File: config.mk
export PLATFORM = sky130hd
export DESIGN_NAME = aurora_tx_arbiter_flat
export DESIGN_NICKNAME = d
export VERILOG_FILES = /design/src/rtl/aurora_tx_arbiter_pkg.sv /design/src/rtl/aurora_tx_arbiter_if.sv /design/src/rtl/aurora_tx_arbiter_sat_counter.sv /design/src/rtl/aurora_tx_arbiter.sv /design/src/flat_wrapper.sv
export SDC_FILE = /design/constraint.sdc
export NUM_CORES = 1
export LEC_CHECK = 0
export ABC_CLOCK_PERIOD_IN_PS = 2600
export BUFFER_PORTS_ARGS = -buffer_cell sky130_fd_sc_hd__buf_2
export CAP_MARGIN = 15
export CORE_MARGIN = 8
export CORE_UTILIZATION = 50
export CTS_BUF_LIST = sky130_fd_sc_hd__clkbuf_8
export DETAILED_ROUTE_END_ITERATION = 6
export PLACE_DENSITY = 0.94
export SYNTH_ARGS = -nofsm -noshare
export SYNTH_HDL_FRONTEND = slang
export SYNTH_SLANG_ARGS = --single-unit
File: constraint.sdc
create_clock -name i_clk -period 2.6 [get_ports i_clk]
set_input_delay 0.13 -clock i_clk [delete_from_list [all_inputs] [get_ports i_clk]]
set_output_delay 0.13 -clock i_clk [all_outputs]
set_load 0.1 [all_outputs]
File: src/rtl/aurora_tx_arbiter_pkg.sv
// Shared encodings for the Aurora TX arbiter: FSM states, grant/rr codes, close-beat keep.
package aurora_pkg;

   typedef enum logic [1:0] {
      ST_IDLE  = 2'd0,
      ST_PASS  = 2'd1,
      ST_CLOSE = 2'd2,
      ST_DROP  = 2'd3
   } state_t;

   localparam logic [3:0] C_PAD_KEEP   = 4'b1000;

   localparam logic [1:0] C_GRANT_NONE = 2'b00;
   localparam logic [1:0] C_GRANT_S0   = 2'b01;
   localparam logic [1:0] C_GRANT_S1   = 2'b10;

   // The rr pointer remembers who was served last; the reset value favours s0.
   localparam logic       C_RR_LAST_S1 = 1'b0;
   localparam logic       C_RR_LAST_S0 = 1'b1;

   function automatic logic [1:0] f_rr_pick(input logic i_v0, input logic i_v1, input logic i_rr_last);
      if (i_v0 && i_v1)
         return (i_rr_last == C_RR_LAST_S0) ? C_GRANT_S1 : C_GRANT_S0;
      else if (i_v0)
         return C_GRANT_S0;
      else if (i_v1)
         return C_GRANT_S1;
      return C_GRANT_NONE;
   endfunction

endpackage

File: src/rtl/aurora_tx_arbiter_if.sv
// AXI-stream bundle used for both requester inputs and the Aurora TX output.
interface aurora_tx_arbiter_if #(
   parameter int P_DATA_W = 32,
   parameter int P_KEEP_W = 4
);
   logic [P_DATA_W-1:0] tdata;
   logic [P_KEEP_W-1:0] tkeep;
   logic                tlast;
   logic                tvalid;
   logic                tready;

   modport master (output tdata, output tkeep, output tlast, output tvalid, input tready);
   modport slave  (input tdata, input tkeep, input tlast, input tvalid, output tready);
endinterface

File: src/rtl/aurora_tx_arbiter_sat_counter.sv
// Statistics counter that increments on request and sticks at all-ones.
module sat_counter #(
   parameter int P_W = 16
) (
   input  logic           i_clk,
   input  logic           i_rst,
   input  logic           i_inc,
   output logic [P_W-1:0] o_cnt
);
   logic [P_W-1:0] r_cnt;

   always_ff @(posedge i_clk or posedge i_rst) begin
      if (i_rst)
         r_cnt <= '0;
      else if (i_inc && (r_cnt != '1))
         r_cnt <= r_cnt + 1'b1;
   end

   assign o_cnt = r_cnt;
endmodule

File: src/rtl/aurora_tx_arbiter.sv
// Packet-level round-robin arbiter sharing one Aurora TX stream between s0 (camera) and s1 (control).
//
// state    | meaning
// ---------+---------------------------------------------------------------
// ST_IDLE  | no owner; grant on channel_up when a requester is valid
// ST_PASS  | granted source passed through until its tlast transfers
// ST_CLOSE | source stalled too long; emit one pad beat with tlast
// ST_DROP  | packet abandoned; sink the rest of it up to its tlast
module aurora_tx_arbiter
   import aurora_pkg::*;
#(
   parameter int P_DATA_W  = 32,
   parameter int P_KEEP_W  = 4,
   parameter int P_TIMEOUT = 4096,
   parameter int P_CNT_W   = 16
) (
   input  logic                 i_clk,
   input  logic                 i_rst,
   input  logic                 i_channel_up,
   aurora_tx_arbiter_if.slave   s0_axi,
   aurora_tx_arbiter_if.slave   s1_axi,
   aurora_tx_arbiter_if.master  m_axi,
   output logic [1:0]           o_grant,
   output logic                 o_timeout_err,
   output logic [P_CNT_W-1:0]   o_pkt_cnt0,
   output logic [P_CNT_W-1:0]   o_pkt_cnt1,
   output logic [P_CNT_W-1:0]   o_drop_cnt
);
   localparam int LP_TMO_W = (P_TIMEOUT > 2) ? $clog2(P_TIMEOUT) : 1;
   localparam logic [P_KEEP_W-1:0] LP_PAD_KEEP = (P_KEEP_W == 4) ? P_KEEP_W'(C_PAD_KEEP)
                                                                : (P_KEEP_W'(1) << (P_KEEP_W - 1));

   state_t               r_state, w_state_nxt;
   logic [1:0]           r_grant, w_grant_nxt;
   logic                 r_rr, w_rr_nxt;
   logic [LP_TMO_W-1:0]  r_tmo_cnt;
   logic                 r_timeout_err, w_timeout;
   logic                 w_inc_pkt0, w_inc_pkt1, w_inc_drop;

   logic                 w_sel1;
   logic [P_DATA_W-1:0]  w_g_tdata;
   logic [P_KEEP_W-1:0]  w_g_tkeep;
   logic                 w_g_tlast, w_g_tvalid, w_g_tready;
   logic                 w_tmo_tc, w_rr_owner;

   assign w_sel1     = (r_grant == C_GRANT_S1);
   assign w_g_tdata  = w_sel1 ? s1_axi.tdata  : s0_axi.tdata;
   assign w_g_tkeep  = w_sel1 ? s1_axi.tkeep  : s0_axi.tkeep;
   assign w_g_tlast  = w_sel1 ? s1_axi.tlast  : s0_axi.tlast;
   assign w_g_tvalid = w_sel1 ? s1_axi.tvalid : s0_axi.tvalid;
   assign w_tmo_tc   = (r_tmo_cnt == LP_TMO_W'(P_TIMEOUT - 1));
   assign w_rr_owner = w_sel1 ? C_RR_LAST_S1 : C_RR_LAST_S0;

   always_comb begin
      w_state_nxt  = r_state;
      w_grant_nxt  = r_grant;
      w_rr_nxt     = r_rr;
      w_timeout    = 1'b0;
      w_inc_pkt0   = 1'b0;
      w_inc_pkt1   = 1'b0;
      w_inc_drop   = 1'b0;
      w_g_tready   = 1'b0;
      m_axi.tdata  = '0;
      m_axi.tkeep  = '0;
      m_axi.tlast  = 1'b0;
      m_axi.tvalid = 1'b0;

      case (r_state)
         ST_IDLE: begin
            if (i_channel_up && (s0_axi.tvalid || s1_axi.tvalid)) begin
               w_grant_nxt = f_rr_pick(s0_axi.tvalid, s1_axi.tvalid, r_rr);
               w_state_nxt = ST_PASS;
            end
         end
         ST_PASS: begin
            m_axi.tdata  = w_g_tdata;
            m_axi.tkeep  = w_g_tkeep;
            m_axi.tlast  = w_g_tlast;
            m_axi.tvalid = w_g_tvalid;
            w_g_tready   = m_axi.tready;
            // A tlast beat moving in the same cycle the link falls still completes the packet.
            if (w_g_tvalid && m_axi.tready && w_g_tlast) begin
               w_state_nxt = ST_IDLE;
               w_grant_nxt = C_GRANT_NONE;
               w_rr_nxt    = w_rr_owner;
               w_inc_pkt0  = !w_sel1;
               w_inc_pkt1  = w_sel1;
            end else if (!i_channel_up) begin
               w_state_nxt = ST_DROP;
               w_inc_drop  = 1'b1;
            end else if (!w_g_tvalid && w_tmo_tc) begin
               w_state_nxt = ST_CLOSE;
               w_timeout   = 1'b1;
            end
         end
         ST_CLOSE: begin
            m_axi.tkeep  = LP_PAD_KEEP;
            m_axi.tlast  = 1'b1;
            m_axi.tvalid = i_channel_up;
            if (!i_channel_up || m_axi.tready) begin
               w_state_nxt = ST_DROP;
               w_inc_drop  = 1'b1;
            end
         end
         ST_DROP: begin
            w_g_tready = 1'b1;
            if (w_g_tvalid && w_g_tlast) begin
               w_state_nxt = ST_IDLE;
               w_grant_nxt = C_GRANT_NONE;
               w_rr_nxt    = w_rr_owner;
            end
         end
         default: begin
            w_state_nxt = ST_IDLE;
            w_grant_nxt = C_GRANT_NONE;
         end
      endcase

      s0_axi.tready = w_g_tready && (r_grant == C_GRANT_S0);
      s1_axi.tready = w_g_tready && (r_grant == C_GRANT_S1);
   end

   always_ff @(posedge i_clk or posedge i_rst) begin
      if (i_rst) begin
         r_state       <= ST_IDLE;
         r_grant       <= C_GRANT_NONE;
         r_rr          <= C_RR_LAST_S1;
         r_tmo_cnt     <= '0;
         r_timeout_err <= 1'b0;
      end else begin
         r_state       <= w_state_nxt;
         r_grant       <= w_grant_nxt;
         r_rr          <= w_rr_nxt;
         r_timeout_err <= w_timeout;
         if ((r_state == ST_PASS) && !w_g_tvalid && !w_tmo_tc)
            r_tmo_cnt <= r_tmo_cnt + 1'b1;
         else
            r_tmo_cnt <= '0;
      end
   end

   sat_counter #(.P_W(P_CNT_W)) u_cnt_pkt0 (.i_clk(i_clk), .i_rst(i_rst), .i_inc(w_inc_pkt0), .o_cnt(o_pkt_cnt0));
   sat_counter #(.P_W(P_CNT_W)) u_cnt_pkt1 (.i_clk(i_clk), .i_rst(i_rst), .i_inc(w_inc_pkt1), .o_cnt(o_pkt_cnt1));
   sat_counter #(.P_W(P_CNT_W)) u_cnt_drop (.i_clk(i_clk), .i_rst(i_rst), .i_inc(w_inc_drop), .o_cnt(o_drop_cnt));

   assign o_grant       = r_grant;
   assign o_timeout_err = r_timeout_err;
endmodule

File: src/flat_wrapper.sv
// flat-port wrapper written by rule: the top's interface ports become plain ports
module aurora_tx_arbiter_flat import aurora_pkg::*;
#(
   parameter int P_DATA_W  = 32,
   parameter int P_KEEP_W  = 4,
   parameter int P_TIMEOUT = 4096,
   parameter int P_CNT_W   = 16
)
  (i_clk, i_rst, i_channel_up, o_grant, o_timeout_err, o_pkt_cnt0, o_pkt_cnt1, o_drop_cnt, s0_axi_tdata, s0_axi_tkeep, s0_axi_tlast, s0_axi_tvalid, s0_axi_tready, s1_axi_tdata, s1_axi_tkeep, s1_axi_tlast, s1_axi_tvalid, s1_axi_tready, m_axi_tdata, m_axi_tkeep, m_axi_tlast, m_axi_tvalid, m_axi_tready);
  aurora_tx_arbiter_if #(.P_DATA_W(P_DATA_W), .P_KEEP_W(P_KEEP_W)) s0_axi_i ();
  aurora_tx_arbiter_if #(.P_DATA_W(P_DATA_W), .P_KEEP_W(P_KEEP_W)) s1_axi_i ();
  aurora_tx_arbiter_if #(.P_DATA_W(P_DATA_W), .P_KEEP_W(P_KEEP_W)) m_axi_i ();
  input  logic i_clk;
  input  logic i_rst;
  input  logic i_channel_up;
  output logic [1:0] o_grant;
  output logic o_timeout_err;
  output logic [P_CNT_W-1:0] o_pkt_cnt0;
  output logic [P_CNT_W-1:0] o_pkt_cnt1;
  output logic [P_CNT_W-1:0] o_drop_cnt;
  input wire logic [$bits(s0_axi_i.tdata)-1:0] s0_axi_tdata;
  input wire logic [$bits(s0_axi_i.tkeep)-1:0] s0_axi_tkeep;
  input wire logic [$bits(s0_axi_i.tlast)-1:0] s0_axi_tlast;
  input wire logic [$bits(s0_axi_i.tvalid)-1:0] s0_axi_tvalid;
  output wire logic [$bits(s0_axi_i.tready)-1:0] s0_axi_tready;
  input wire logic [$bits(s1_axi_i.tdata)-1:0] s1_axi_tdata;
  input wire logic [$bits(s1_axi_i.tkeep)-1:0] s1_axi_tkeep;
  input wire logic [$bits(s1_axi_i.tlast)-1:0] s1_axi_tlast;
  input wire logic [$bits(s1_axi_i.tvalid)-1:0] s1_axi_tvalid;
  output wire logic [$bits(s1_axi_i.tready)-1:0] s1_axi_tready;
  output wire logic [$bits(m_axi_i.tdata)-1:0] m_axi_tdata;
  output wire logic [$bits(m_axi_i.tkeep)-1:0] m_axi_tkeep;
  output wire logic [$bits(m_axi_i.tlast)-1:0] m_axi_tlast;
  output wire logic [$bits(m_axi_i.tvalid)-1:0] m_axi_tvalid;
  input wire logic [$bits(m_axi_i.tready)-1:0] m_axi_tready;
  assign s0_axi_i.tdata = s0_axi_tdata;
  assign s0_axi_i.tkeep = s0_axi_tkeep;
  assign s0_axi_i.tlast = s0_axi_tlast;
  assign s0_axi_i.tvalid = s0_axi_tvalid;
  assign s0_axi_tready = s0_axi_i.tready;
  assign s1_axi_i.tdata = s1_axi_tdata;
  assign s1_axi_i.tkeep = s1_axi_tkeep;
  assign s1_axi_i.tlast = s1_axi_tlast;
  assign s1_axi_i.tvalid = s1_axi_tvalid;
  assign s1_axi_tready = s1_axi_i.tready;
  assign m_axi_tdata = m_axi_i.tdata;
  assign m_axi_tkeep = m_axi_i.tkeep;
  assign m_axi_tlast = m_axi_i.tlast;
  assign m_axi_tvalid = m_axi_i.tvalid;
  assign m_axi_i.tready = m_axi_tready;
  aurora_tx_arbiter #(.P_DATA_W(P_DATA_W), .P_KEEP_W(P_KEEP_W), .P_TIMEOUT(P_TIMEOUT), .P_CNT_W(P_CNT_W)) u_core (.i_clk(i_clk), .i_rst(i_rst), .i_channel_up(i_channel_up), .s0_axi(s0_axi_i), .s1_axi(s1_axi_i), .m_axi(m_axi_i), .o_grant(o_grant), .o_timeout_err(o_timeout_err), .o_pkt_cnt0(o_pkt_cnt0), .o_pkt_cnt1(o_pkt_cnt1), .o_drop_cnt(o_drop_cnt));
endmodule
# After elaboration in Yosys (flattened, before gate mapping)
# Index checks and enable logic that the tools add are counted.
# word_totals
register_bits,66
inputBits,80
output_inout_bits,91
word_cells,97
# op_classes
n_addsub,4
eq_ne,14
mux,46
n_reduce_logical,25
# ops
op,count
32-bit 2-to-1 mux,2
"16-bit by 1-bit adder with 16-bit output, second input constant",3
"16-bit inequality test, second input constant",3
2-bit 2-to-1 mux,13
1-bit 2-to-1 mux,21
1-bit logical AND,13
"12-bit by 1-bit adder with 12-bit output, second input constant",1
"12-bit equality test, second input constant",1
12-bit 2-to-1 mux,1
1-bit case mux with 2 select lines,5
"2-bit by 1-bit inequality test with 1-bit output, second input constant",4
2-bit case mux with 4 select lines,1
4-bit case mux with 2 select lines,1
4-bit AND reduction,2
"2-bit equality test, second input constant",3
2-bit case mux with 3 select lines,1
"2-bit by 1-bit equality test with 1-bit output, second input constant",2
1-bit zero test,4
4-bit 2-to-1 mux,1
"4-bit by 2-bit inequality test with 1-bit output, second input constant",1
3-bit AND reduction,1
3-bit nonzero test,1
2-bit zero test,1
1-bit logical OR,2
2-bit nonzero test,1

# Depth between registers and ports, before layout
# logic_depth
depth_word,8
ltp_mapped,9
depth_no_buf,7

# Modules after synthesis
# A second synthesis with hierarchy kept.
# unflattened
hier_cells,467
hier_area_um2,4200.3
# modules_own_cells
module,n_inst,cells_per_inst,area_per_inst_um2,seq_area_each_um2
sat_counter,3,71,805.8,400.4
aurora_tx_arbiter,1,254,1783.0,450.4

# Worst setup path after synthesis
# No wires, ideal clock.
# synth_path
path_type,register -> output
from,"register u_core.r_grant[0], in the netlist u_core.o_grant[0]"
to,output m_axi_tdata[10]
arrival_ps,4103
required_time_ps,2470
slack_ps,-1633
stages_incl_launch_ff,7
n_path_buf,3
cell_sequence,dfrtp_1 > nand2b_1 > buf_6 > clkbuf_1 > clkbuf_1 > nand2_1 > a21boi_0
# synth_via
elab_chain_len,3
# synth_lines
element,line_no,text
"start, declared",aurora_tx_arbiter.sv:34,"logic [1:0] r_grant, w_grant_nxt;"
"start signal, assigned",aurora_tx_arbiter.sv:132,r_grant <= w_grant_nxt;
2-bit equality test,aurora_tx_arbiter.sv:46,assign w_sel1 = (r_grant == C_GRANT_S1);
32-bit 2-to-1 mux,aurora_tx_arbiter.sv:47,assign w_g_tdata = w_sel1 ? s1_axi.tdata : s0_axi.tdata;
32-bit 2-to-1 mux,aurora_tx_arbiter.sv:68,case (r_state)
"end, declared",flat_wrapper.sv:31,output wire logic [$bits(m_axi_i.tdata)-1:0] m_axi_tdata;
# No other way between the ends.

==> flow_summary.toml <==
[detailed_routing]
drtIter0Drc = 404
ant_nets = 0
wl_per_cell_um = 18.55
remaining_drc_errors = 0
num_vias = 4175
drt_wl_total_um = 13770
wl_met3_um = 1030
via_per_inst = 5.627
wl_met1_um = 5328
routed.top_layer = "met4"
wl_met2_um = 6981
first_pass_iters = 6

[finish]
drive_gt1_share_pct = 38.71
stdcell_area_mm2 = 0.006077
area_growth_pct = 52.88
nNetsFinal = 722

[yosys]
synth_area_leaders = "dfrtp_1 (42%), nand2_1 (10%), a21boi_0 (6.4%)"
synth_top_cell_area_share_pct = 41.55
ys_ff_latch = 66
syn_nets = 555
synth.most_common_cell = "nand2_1"
synth_compound_area_share_pct = 11.14
synthCells = 467
synth_top_cell_by_area = "dfrtp_1"
netlist_area_mm2 = 0.003975
async_flop_share_pct = 100.0
avgSynthCellArea_um2 = 8.512
synth_common_cells = "nand2_1 (108), dfrtp_1 (66), nor2_1 (37), a21boi_0 (34), xor2_1 (27)"
synth.yosys.seq_area_share_pct = 41.55
synthMuxAreaShare_pct = 2.487
yosys.area_share.simple_pct = 27.54
ys_warn_count = 0
synth_top_family_by_area = "simple AND/OR/NAND/NOR gates"
synth_fa_ha_area_share_pct = 2.518
synth_flop_cell = "dfrtp_1"
synth_xor_area_share_pct = 11.24
synthDistinctLibCells = 46
synth-edff-count = 0

[sta]
hold_viol_final = 0
finalSetupTns_ns = 0
setup_violations = 0
clock_skew_ns = 0.01054
slew_violations = 0
period_share_pct = 94.11
tightest_slew_ns = 0.6230
rsz0062_at_grt = "no"
period_minus_slack_ns = 2.447
clock.fmax_mhz = 408.7
slew_headroom_pct = 57.88

[cts]
cts_buffer_depth = 2
cts_tree = "yes"
insertion_delay_ns = 0.34
htree_levels = 3
root_buffer = "clkbuf_8"
post_cts_buffers = 0
clock_sinks = 66
cts_hold_buf = 1
clk_pin_slew_ns = 0.07
post_cts_resized = 0
cts_buffers = 9

[placement]
numPortBuffers = 170
place_hpwl_um = 10860
dpl_cell_area_mm2 = 0.005867
gp_congestion = 0.8674

[global_route]
overflow = 0
grt_max_degree = 44
grt_usage_pct = 24.53
grt_pass1_vias = 4295
grt_antenna_before_repair = 2
grt_pass1_wl_um = 21990

[hold_path]
hp-start = "i_channel_up"
hp-class = "in2reg"
hold_depth = 3

[critical_path]
crit_cells = 7
worstRegToRegCells = 7
cp_cell_sequence = "inv_1 -> ha_1 -> buf_4 -> and2_1 -> nor2_1 -> nor3b_2 -> buf_12"
cp.required_ns = 2.47
cp_num_buf_inv = 3
crit_fanout = 43
end_kind = "output port"
start_kind = "register"
worstSetupPathType = "reg2out"
critical-path-top-delay-family = "buffers and inverters"
worstPathArrival_ns = 2.32
cp_slowest_stage_delay_ns = 0.42
cpMaxStageDelayCell = "dfrtp_1"

[power]
peakVddDrop_mv = 0.9079
power.density_mw_per_mm2 = 1235
p_leak_nw = 2.934

[job]
maxCapViolCount = 0

[floorplanning]
coreArea_mm2 = 0.007727
num_rows = 32
die_area_mm2 = 0.01106
die_height_um = 105.2
pin_count = 171
start_util_pct = 51.44
die-width_um = 105.2

[outcome]
status = "completed"
## registers in the layout, summed over array words and instances (netlist names), named ones only
signal,flops
u_core.u_cnt_drop.o_cnt,16
u_core.u_cnt_pkt0.o_cnt,16
u_core.u_cnt_pkt1.o_cnt,16
u_core.r_tmo_cnt,12
u_core.o_grant,2
u_core.o_timeout_err,1
u_core.r_rr,1
u_core.r_state,1
## final cells by class
type	count	area [µm²]
multi-input combinational	366	2541
clock buffer	11	151.4
inverter	16	60.06
fill	455	1650
sequential	66	1657
clock inverter	4	43.79
antenna	2	5.005
timing repair buffer	175	1491
tap	102	127.6
## logic make-up (layout without fill, tap and decap cells)
family | count (synthesis) | after routing
other | 0 | 2
and+or+nand+nor | 234 | 234
DFF | 66 | 66
AOI/OAI and AO/OA | 64 | 64
buffers and inverters | 35 | 206
xor gates and xnor gates | 51 | 51
adders and majority gates | 8 | 8
muxes | 9 | 9
## stage by stage
step / power [mW] / utilization, % / hold WS [ns] / setup WS, ns / std cells
6_report: 7.507 / 78.64 / 0.1401 / 0.1531 / 742
5_1_grt: 7.781 / 78.64 / 0.1511 / 0.05174 / 742
4_1_cts: 7.537 / 78.58 / 0.1135 / 0.1827 / 740
3_5_place_dp: 6.676 / 75.92 / 0.1868 / 0.3598 / 724
3_3_place_gp: 6.559 / 75.92 / 0.1791 / 0.5080 / 724
2_1_floorplan: 5.131 / - / 0.2725 / -0.02683 / 467
## where the power goes
group          internal, mW  switching, mW
clock network         0.483          0.370
logic                  1.73           3.63
registers              1.15          0.150
total                  3.36           4.15
## per-layer routing
layer,vias to the layer above,global-route usage (%)
met5,-,0
li1,1913,-
met1,2023,28.17
met4,0,10.40
met3,36,7.002
met2,203,41.81
## worst register-to-register path, cell delays in order (launching register included)
cell	delay (ns)
dfrtp_1	0.42
inv_1	0.11
ha_1	0.22
nand2_1	0.13
or3_4	0.36
or4_4	0.60
nor3_2	0.23
xor2_1	0.19
## path summary, 6_finish.rpt
kind | endpoint | slack, ns
worst min-delay path | u_core.o_timeout_err | 0.14
min in group asynchronous | u_core.u_cnt_pkt0.o_cnt[6] | 0.38
max in group asynchronous | u_core.o_grant[0] | 1.28
worst max-delay path | s0_axi_tready | 0.15
worst max register to register | u_core.u_cnt_pkt1.o_cnt[11] | 0.26
worst min register to register | u_core.u_cnt_pkt0.o_cnt[6] | 0.49
## cells in the final DEF (no fill, tap or decap), types with 10 or more instances in the layout
master    count
nand3_1      25
a21boi_4     26
nor2_1       35
xor2_1       27
nand4_1      11
nand2_1     108
clkbuf_8     11
dfrtp_1      62
a21oi_1      10
inv_1        16
buf_2       130
xnor2_1      24
buf_12       40
nor3_1       11
No activity file was read; power rests on OpenSTA's default activity.
